==> config.mk <==
export PLATFORM = sky130hd
export DESIGN_NAME = generate_key
export DESIGN_NICKNAME = d
export VERILOG_FILES = /design/src/rtl/keygen_defs.sv /design/src/rtl/pearson_hash8.sv /design/src/rtl/generate_key.sv
export SDC_FILE = /design/constraint.sdc
export NUM_CORES = 1
export LEC_CHECK = 0
export CORE_MARGIN = 8
export CORE_UTILIZATION = 37
export DETAILED_ROUTE_END_ITERATION = 16
export MAX_ROUTING_LAYER = met4
export PLACE_DENSITY = 0.78
export SYNTH_ARGS = -nofsm -noshare
export SYNTH_HDL_FRONTEND = slang
export SYNTH_SLANG_ARGS = --single-unit
==> constraint.sdc <==
create_clock -name clock -period 7.25 [get_ports clock]
set_input_delay 2.175 -clock clock [delete_from_list [all_inputs] [get_ports clock]]
set_output_delay 2.175 -clock clock [all_outputs]
set_load 0.01 [all_outputs]
==> src/rtl/keygen_defs.sv <==
// rtl/keygen_defs.sv - shared definitions for the key-pair generator
// Purpose: FSM state encoding, widths, key/hash constants and the Galois LFSR
//          step used by both the generator and its bench model.
// Ports:   none (package).
package keygen_defs;

    localparam int KEY_W   = 8;
    localparam int TABLE_W = 288;

    localparam logic [KEY_W-1:0] LFSR_TAPS_DEFAULT = 8'hB8;
    localparam logic [KEY_W-1:0] NULL_KEY          = 8'h00;
    localparam logic [2:0]       HASH_DONE_CNT     = 3'b111;
    // Last allowed HASH cycle index; a hash still busy here is treated as a reject.
    localparam logic [3:0]       HASH_TIMEOUT      = 4'hF;

    typedef enum logic [2:0] {
        ST_IDLE  = 3'd0,
        ST_STEP  = 3'd1,
        ST_LOAD  = 3'd2,
        ST_HASH  = 3'd3,
        ST_CHECK = 3'd4
    } state_e;

    // One Galois step: shift right, fold the taps in when a 1 falls out.
    function automatic logic [KEY_W-1:0] lfsr_step(input logic [KEY_W-1:0] value,
                                                   input logic [KEY_W-1:0] taps);
        return value[0] ? ((value >> 1) ^ taps) : (value >> 1);
    endfunction

endpackage

==> src/rtl/pearson_hash8.sv <==
// rtl/pearson_hash8.sv - 8-bit Pearson-style hash over a 32-entry table
// Purpose: hashes an 8-bit message in seven table rounds, one per clock after
//          reset_n is released; counter reaches 3'b111 when hash is final.
// Ports:   clk          - clock
//          reset_n      - synchronous active-low restart (loads message)
//          message      - byte to hash, held stable while running
//          random_table - 32 x 9-bit entries: [7:0] value, [8] rotate-left flag
//          hash         - current hash state
//          counter      - rounds completed, saturates at 7
module pearson_hash8 (
    input  logic         clk,
    input  logic         reset_n,
    input  logic [7:0]   message,
    input  logic [287:0] random_table,
    output logic [7:0]   hash,
    output logic [2:0]   counter
);

    logic [7:0] h_q;
    logic [2:0] cnt_q;
    logic [7:0] mix;
    logic [4:0] idx;
    logic [8:0] entry;

    always_comb begin
        mix   = h_q ^ message;
        // Fold the low three bits into the index so every message bit matters.
        idx   = mix[7:3] ^ {2'b00, mix[2:0]};
        entry = random_table[9*int'(idx) +: 9];
    end

    always_ff @(posedge clk) begin
        if (!reset_n) begin
            h_q   <= message;
            cnt_q <= 3'd0;
        end else if (cnt_q != 3'b111) begin
            h_q   <= entry[8] ? {entry[6:0], entry[7]} : entry[7:0];
            cnt_q <= cnt_q + 3'd1;
        end
    end

    assign hash    = h_q;
    assign counter = cnt_q;

endmodule

==> src/rtl/generate_key.sv <==
// rtl/generate_key.sv - key-pair generator (LFSR private key + Pearson public key)
// Purpose: steps an LFSR from a seed to private-key candidates, hashes each one,
//          and returns the first pair with neither key zero, or fails after
//          MAX_TRIES candidates.
// Ports:   clock, reset        - clock, synchronous active-high reset
//          start, seed         - request and LFSR seed (taken only in IDLE)
//          random_table        - hash permutation table, passed to the hash
//          busy                - run in progress
//          done, fail          - one-cycle result pulses
//          private_key/public_key - accepted pair, held until next start
//          tries               - candidates evaluated in current/last run
module generate_key
    import keygen_defs::*;
#(
    parameter int               MAX_TRIES = 16,
    parameter logic [KEY_W-1:0] LFSR_TAPS = LFSR_TAPS_DEFAULT
) (
    input  logic               clock,
    input  logic               reset,
    input  logic               start,
    input  logic [KEY_W-1:0]   seed,
    input  logic [TABLE_W-1:0] random_table,
    output logic               busy,
    output logic               done,
    output logic               fail,
    output logic [KEY_W-1:0]   private_key,
    output logic [KEY_W-1:0]   public_key,
    output logic [4:0]         tries
);

    state_e state_q, state_d;

    logic [KEY_W-1:0] lfsr_q, lfsr_d;
    logic [KEY_W-1:0] cand_q, cand_d;
    logic [KEY_W-1:0] cand_pub_q, cand_pub_d;
    logic [KEY_W-1:0] priv_q, priv_d;
    logic [KEY_W-1:0] pub_q, pub_d;
    logic [4:0]       tries_q, tries_d;
    logic [3:0]       wait_q, wait_d;
    logic             done_q, done_d;
    logic             fail_q, fail_d;

    logic             hash_rst_n;
    logic [KEY_W-1:0] hash_val;
    logic [2:0]       hash_cnt;
    logic             hash_ready;
    logic             hash_timeout;
    logic             accept;
    logic             last_try;
    logic [KEY_W-1:0] lfsr_next;

    assign hash_ready   = (hash_cnt == HASH_DONE_CNT);
    assign hash_timeout = (wait_q == HASH_TIMEOUT);
    assign accept       = (cand_q != NULL_KEY) && (cand_pub_q != NULL_KEY);
    assign last_try     = (tries_q == 5'(MAX_TRIES));
    assign lfsr_next    = lfsr_step(lfsr_q, LFSR_TAPS);

    pearson_hash8 u_hash (
        .clk          (clock),
        .reset_n      (hash_rst_n),
        .message      (cand_q),
        .random_table (random_table),
        .hash         (hash_val),
        .counter      (hash_cnt)
    );

    // State register
    always_ff @(posedge clock) begin
        if (reset) begin
            state_q <= ST_IDLE;
        end else begin
            state_q <= state_d;
        end
    end

    // Next-state logic
    always_comb begin
        state_d = state_q;
        case (state_q)
            ST_IDLE:  if (start) state_d = ST_STEP;
            ST_STEP:  state_d = ST_LOAD;
            ST_LOAD:  state_d = ST_HASH;
            ST_HASH:  if (hash_ready || hash_timeout) state_d = ST_CHECK;
            ST_CHECK: begin
                if (accept || last_try) begin
                    state_d = ST_IDLE;
                end else begin
                    state_d = ST_STEP;
                end
            end
            default:  state_d = ST_IDLE;
        endcase
    end

    // FSM outputs: the hash only runs while in HASH; LOAD holds it in restart
    // so it captures the fresh candidate.
    always_comb begin
        busy       = (state_q != ST_IDLE);
        hash_rst_n = !reset && (state_q == ST_HASH);
    end

    // Datapath next-state
    always_comb begin
        lfsr_d     = lfsr_q;
        cand_d     = cand_q;
        cand_pub_d = cand_pub_q;
        priv_d     = priv_q;
        pub_d      = pub_q;
        tries_d    = tries_q;
        wait_d     = wait_q;
        done_d     = 1'b0;
        fail_d     = 1'b0;
        case (state_q)
            ST_IDLE: begin
                if (start) begin
                    // A zero seed would lock the LFSR at zero forever.
                    lfsr_d  = (seed == NULL_KEY) ? 8'h01 : seed;
                    tries_d = 5'd0;
                    priv_d  = NULL_KEY;
                    pub_d   = NULL_KEY;
                end
            end
            ST_STEP: begin
                lfsr_d  = lfsr_next;
                cand_d  = lfsr_next;
                tries_d = tries_q + 5'd1;
            end
            ST_LOAD: begin
                wait_d = 4'd0;
            end
            ST_HASH: begin
                wait_d = wait_q + 4'd1;
                if (hash_ready) begin
                    cand_pub_d = hash_val;
                end else if (hash_timeout) begin
                    cand_pub_d = NULL_KEY;
                end
            end
            ST_CHECK: begin
                if (accept) begin
                    priv_d = cand_q;
                    pub_d  = cand_pub_q;
                    done_d = 1'b1;
                end else if (last_try) begin
                    fail_d = 1'b1;
                end
            end
            default: ;
        endcase
    end

    always_ff @(posedge clock) begin
        if (reset) begin
            lfsr_q     <= 8'h01;
            cand_q     <= NULL_KEY;
            cand_pub_q <= NULL_KEY;
            priv_q     <= NULL_KEY;
            pub_q      <= NULL_KEY;
            tries_q    <= 5'd0;
            wait_q     <= 4'd0;
            done_q     <= 1'b0;
            fail_q     <= 1'b0;
        end else begin
            lfsr_q     <= lfsr_d;
            cand_q     <= cand_d;
            cand_pub_q <= cand_pub_d;
            priv_q     <= priv_d;
            pub_q      <= pub_d;
            tries_q    <= tries_d;
            wait_q     <= wait_d;
            done_q     <= done_d;
            fail_q     <= fail_d;
        end
    end

    assign done        = done_q;
    assign fail        = fail_q;
    assign private_key = priv_q;
    assign public_key  = pub_q;
    assign tries       = tries_q;

endmodule
## After elaboration in Yosys (flattened, before gate mapping)

Index checks and enable logic that the tools add are counted.

- Register bits: 65
- Input bits: 299
- Output and inout port bits: 24
- Logic and storage cells: 76

- Add/subtract/negate cells: 3
- Multipliers: 1
- Equality and inequality tests: 12
- Shift-type cells: 1
- Muxes and demuxes: 23
- Bitwise operators: 4
- Reductions and logical operators: 20

Operators with widths:

| operator | number |
|---|---|
| $shiftx A288 B32 Y9 | 1 |
| $mux W8 | 11 |
| $pmux W8 S2 | 3 |
| $reduce_bool A8 Y1 | 2 |
| $pmux W3 S5 | 1 |
| $pmux W5 S2 | 1 |
| $mul A4 B5 Y9 const A | 1 |
| $logic_not A8 Y1 | 1 |
| $ne A2 B2 Y1 const B | 4 |
| $pmux W4 S2 | 1 |
| $reduce_bool A2 Y1 | 4 |
| $xor A8 B8 Y8 | 1 |
| $eq A3 B2 Y1 const B | 2 |
| $eq A3 B3 Y1 const B | 2 |
| $mux W3 | 2 |
| $reduce_and A2 Y1 | 3 |
| $add A5 B1 Y5 const B | 1 |
| $eq A5 B5 Y1 const B | 1 |
| $mux W5 | 1 |
| $xor A5 B3 Y5 | 1 |
| $add A4 B1 Y4 const B | 1 |
| $eq A4 B4 Y1 const B | 1 |
| $not A3 Y4 | 1 |
| $add A3 B1 Y3 const B | 1 |
| other kinds (12) | 16 |

## Longest topological paths before layout

- Word-level depth: 7
- Depth in mapped cells: 11
- Depth with buffers taken out: 8

## Hierarchy

Synthesis repeated with hierarchy kept, for this count alone.

- Cell total of the unflattened synthesis: 709
- Area, all modules: 5,422.7 um^2

Modules (own cells, without submodules):

| module | times used | cells an instance | area an instance (um^2) | seq. area each (um^2) |
|---|---|---|---|---|
| pearson_hash8 | 1 | 429 | 3,021.6 | 300.3 |
| generate_key | 1 | 280 | 2,401.1 | 1,081.0 |

## Worst setup path after synthesis

OpenSTA, ideal clock, no wires.

- Kind: input to register
- From: input port reset
- To: register u_hash.h_q[0] (netlist: u_hash.hash[0]) (enable)
- Library setup time: 0.295 ns
- Arrival time: 3.263 ns
- Data required time: 6.955 ns
- Setup slack: 3.692 ns
- Stages: 4
- Path buffers: 1
- Cell sequence: clkbuf_1 -> or3_1 -> nor2_1 -> inv_1

- Cells in the longest elaborated chain, start to end: 3

Ends and longest elaborated chain:

| item | RTL line | text |
|---|---|---|
| from (decl) | generate_key.sv:19 | `input logic reset,` |
| $logic_not A1 Y1 | generate_key.sv:99 | `hash_rst_n = !reset && (state_q == ST_HASH);` |
| $logic_and A1 B1 Y1 | generate_key.sv:99 |  |
| $ne A2 B2 Y1 (no source line) | n/a |  |
| to (signal assigned) | pearson_hash8.sv:34 | `h_q <= message;` |
| to (signal assigned) | pearson_hash8.sv:37 | `h_q <= entry[8] ? {entry[6:0], entry[7]} : entry[7:0];` |
| to (decl) | pearson_hash8.sv:19 | `logic [7:0] h_q;` |

No other way between the ends.
A chain may end at the register's enable or synchronous reset.

## Worst setup path in the final report

Ends and elaborated chain as after synthesis.

==> summary.md <==
| Metric | Value |
|---|---|
| Post-synth top area cell | `dfxtp_1` |
| # hold bufs at CTS | `0` |
| Arr. time, crit path | `4290 ps` |
| Final hold violations | `0` |
| Post-layout nets | `1284` |
| Reg area | `0.001381 sq mm` |
| Multi-input logic area | `roughly 0.0039 sq mm` |
| Yosys cell types | `58` |
| Vias | `6664` |
| Routed Antenna Nets | `0` |
| Die H | `138.9 um` |
| Vias in the first global route | `~6300` |
| Setup Buffers After CTS | `0` |
| Global-route wire length before repair | `40120 um` |
| Port bufs | `322` |
| Die width | `138.9 um` |
| RSZ-0062 raised after global routing | `false` |
| Top FF cell, synth | `dfxtp_1` |
| Final core occ | `0.6118` |
| DR iter-0 viols | `slightly above 600` |
| Pin count of the biggest net entering global routing | `110` |
| Run status | `finished, final reports clean` |
| Post-Syn Area per Cell | `8.116 sq um` |
| DIE AREA | `0.01930 sq mm` |
| Fin crit period | `between 4000 and 5000 ps` |
| Sink Count | `65` |
| Fin crit share | `0.5877` |
| VDD IR max | `just under 200 uV` |
| Row Count | `45` |
| CP endpoint kind | `register` |
| Crit Path Category | `in2reg` |
| DRT Pass-1 Iters | `5` |
| Ys async rst share | `0` |
| Quantity of gates resized following cts | `0` |
| Clock slew at reported path FFs | `roughly 50 ps` |
| Final slew viol count | `0` |
| Synth top area cells | `dfxtp_1, nand2_1, mux2i_1, nand3_1, mux4_2` |
| Fill cells | `1319` |
| CTS tree | `done` |
| Required time of the critical path | `around 7300 ps` |
| EDFF count, synth | `8` |
| Clock Latency Late Sink | `330 ps` |
| Initial Util | `0.3734` |
| Slew Limit Headroom | `0.2438` |
| Core box area | `0.01498 sq mm` |
| CTS Buf Count | `9` |
| Total of max-cap violations | `0` |
| Final WL | `28050 um` |
| Flops & latches, synth | `65` |
| R2R setup slack | `roughly 3600 ps` |
| Syn. warnings | `0` |
| Vias/cell | `5.638` |
| Hold Crit Class | `reg2reg` |
| Cells after Synth | `between 600 and 700` |
| PD cells | `243.3 mW/mm^2` |
| Top cell type's share of synthesized area | `0.2041` |
| Post-Syn Area | `0.005592 sq mm` |
| Leak | `0.003353 uW` |
| Achievable frequency | `0.2347 GHz` |
| Placer Congestion | `0.9777` |
| Clk buf depth | `2` |
| Io pins | `roughly 320` |
| Setup TNS | `0 ps` |
| CTS root buffer | `clkbuf_16` |
| Syn nets | `993` |
| Final setup margin | `2989 ps` |
| Crit path max fanout | `44` |
| Initial antenna violation count | `8` |
| Wire per inst | `23.73 um` |
| Total grt overflow | `0` |
| Number of remaining DRC errors | `0` |
| Pre-CTS WS | `2653 ps` |
| Global-route usage over all layers | `0.2845` |
| # setup viols final | `0` |
| Worst slew pin tran | `1134 ps` |
| Area Overhead vs Synth | `63.86%` |
| Hold Worst Slack | `about 450 ps` |
| Type of origin of the critical path | `input pin` |
| Setup Skew | `2.436 ps` |
| CTS HTree Levels | `3` |
| Seq/Total Area, Yosys | `0.2470` |
| Share of cells above drive strength 1 | `0.08020` |
| Post-DP HPWL | `between 20000 and 25000 um` |
## placed cells by master (no fill, tap or decap), types with 9 or more instances in the layout
master / instances
a21oi_1: 44
a22oi_1: 9
a31oi_1: 14
clkbuf_16: 9
clkdlybuf4s50_1: 322
dfxtp_1: 57
diode_2: 9
mux2i_1: 55
mux4_2: 18
nand2_1: 154
nand3_1: 102
nor2_1: 38
o21ai_1: 9
## through the flow
step	cells	total power [uW]	cell area, sq um
detailed placement	1157	1806	8846
floorplan	689	1393	5592
CTS	1173	2221	9140
global placement	1157	1796	8846
finish	1182	2229	9163
global route	1181	2341	9160
## metal layers
metal / track usage / up-vias / wire length [um]
met3: 0.1077 / 48 / 3279
met1: 0.3473 / 3059 / 11470
met4: 0.09301 / 0 / 800
li1: - / 3149 / -
met2: 0.4247 / 408 / 12500
met5: - / - / 0
## cells by family (layout without fill, tap and decap cells)
group	Yosys count	after routing	share of synthesized area
other	0	9	0
buffers and inverters	53	349	0.05012
AND/OR/NAND/NOR	325	325	0.2605
adder cells (fa/ha/maj)	5	5	0.01119
AO/OA/AOI/OAI	149	149	0.2016
flip-flops	65	65	0.2470
multiplexers	73	73	0.1710
XOR/XNOR	19	19	0.05863
## cell usage after synthesis, drive strengths merged (2+ instances only)
cell type  instances
a2111oi           10
a21o               4
a21oi             46
a221oi             9
a22o               8
a22oi             10
a311oi             6
a31oi             15
a32oi              9
and2               4
buf               24
clkbuf            24
dfxtp             57
edfxtp             8
ha                 5
inv                5
mux2i             55
mux4              18
nand2            154
nand3            106
nor2              44
nor3               4
nor3b              2
nor4               6
o211ai             9
o21ai             14
o22ai              9
xnor2             10
xor2               9
## critical path, stage by stage
cell and delay (ps):
clkdlybuf4s50_1 410, buf_4 270, or3_1 650, nor2_1 500, inv_1 280
## cell type report
type / instances / area share
diodes: 9 / 0.002458
clock buffers: 14 / 0.03100
clock inverters: 2 / 0.001092
repair buffers: 328 / 0.3581
well taps: 188 / 0.02567
inverters: 5 / 0.002048
multi-input cells: 571 / 0.4289
flip-flops and latches: 65 / 0.1508
## path summary, 6_finish.rpt
path                                     start        endpoint  cells past startpoint
worst max-delay path                     reset  u_hash.hash[0]                      5
worst min-delay path            private_key[7]  private_key[7]                      2
worst max register to register  u_hash.hash[5]  u_hash.hash[0]                      8
worst min register to register  private_key[7]  private_key[7]                      2
## registers in the layout, indices dropped and copies added, names as in the netlist
register and flops:
public_key 8, u_hash.counter 3, private_key 8, cand_pub_q 8, fail 1, cand_q 8, tries 5, done 1
wait_q 4, lfsr_q 8, u_hash.hash 8, state_q 3
## report_power, final
part / switching (uW) / total (uW) / internal, uW
Sequential: 26.7 / 412 / 385
Clock: 147 / 414 / 267
Combinational: 800 / 1400 / 603
Total: 974 / 2230 / 1260
No activity file was read; power rests on OpenSTA's default activity.
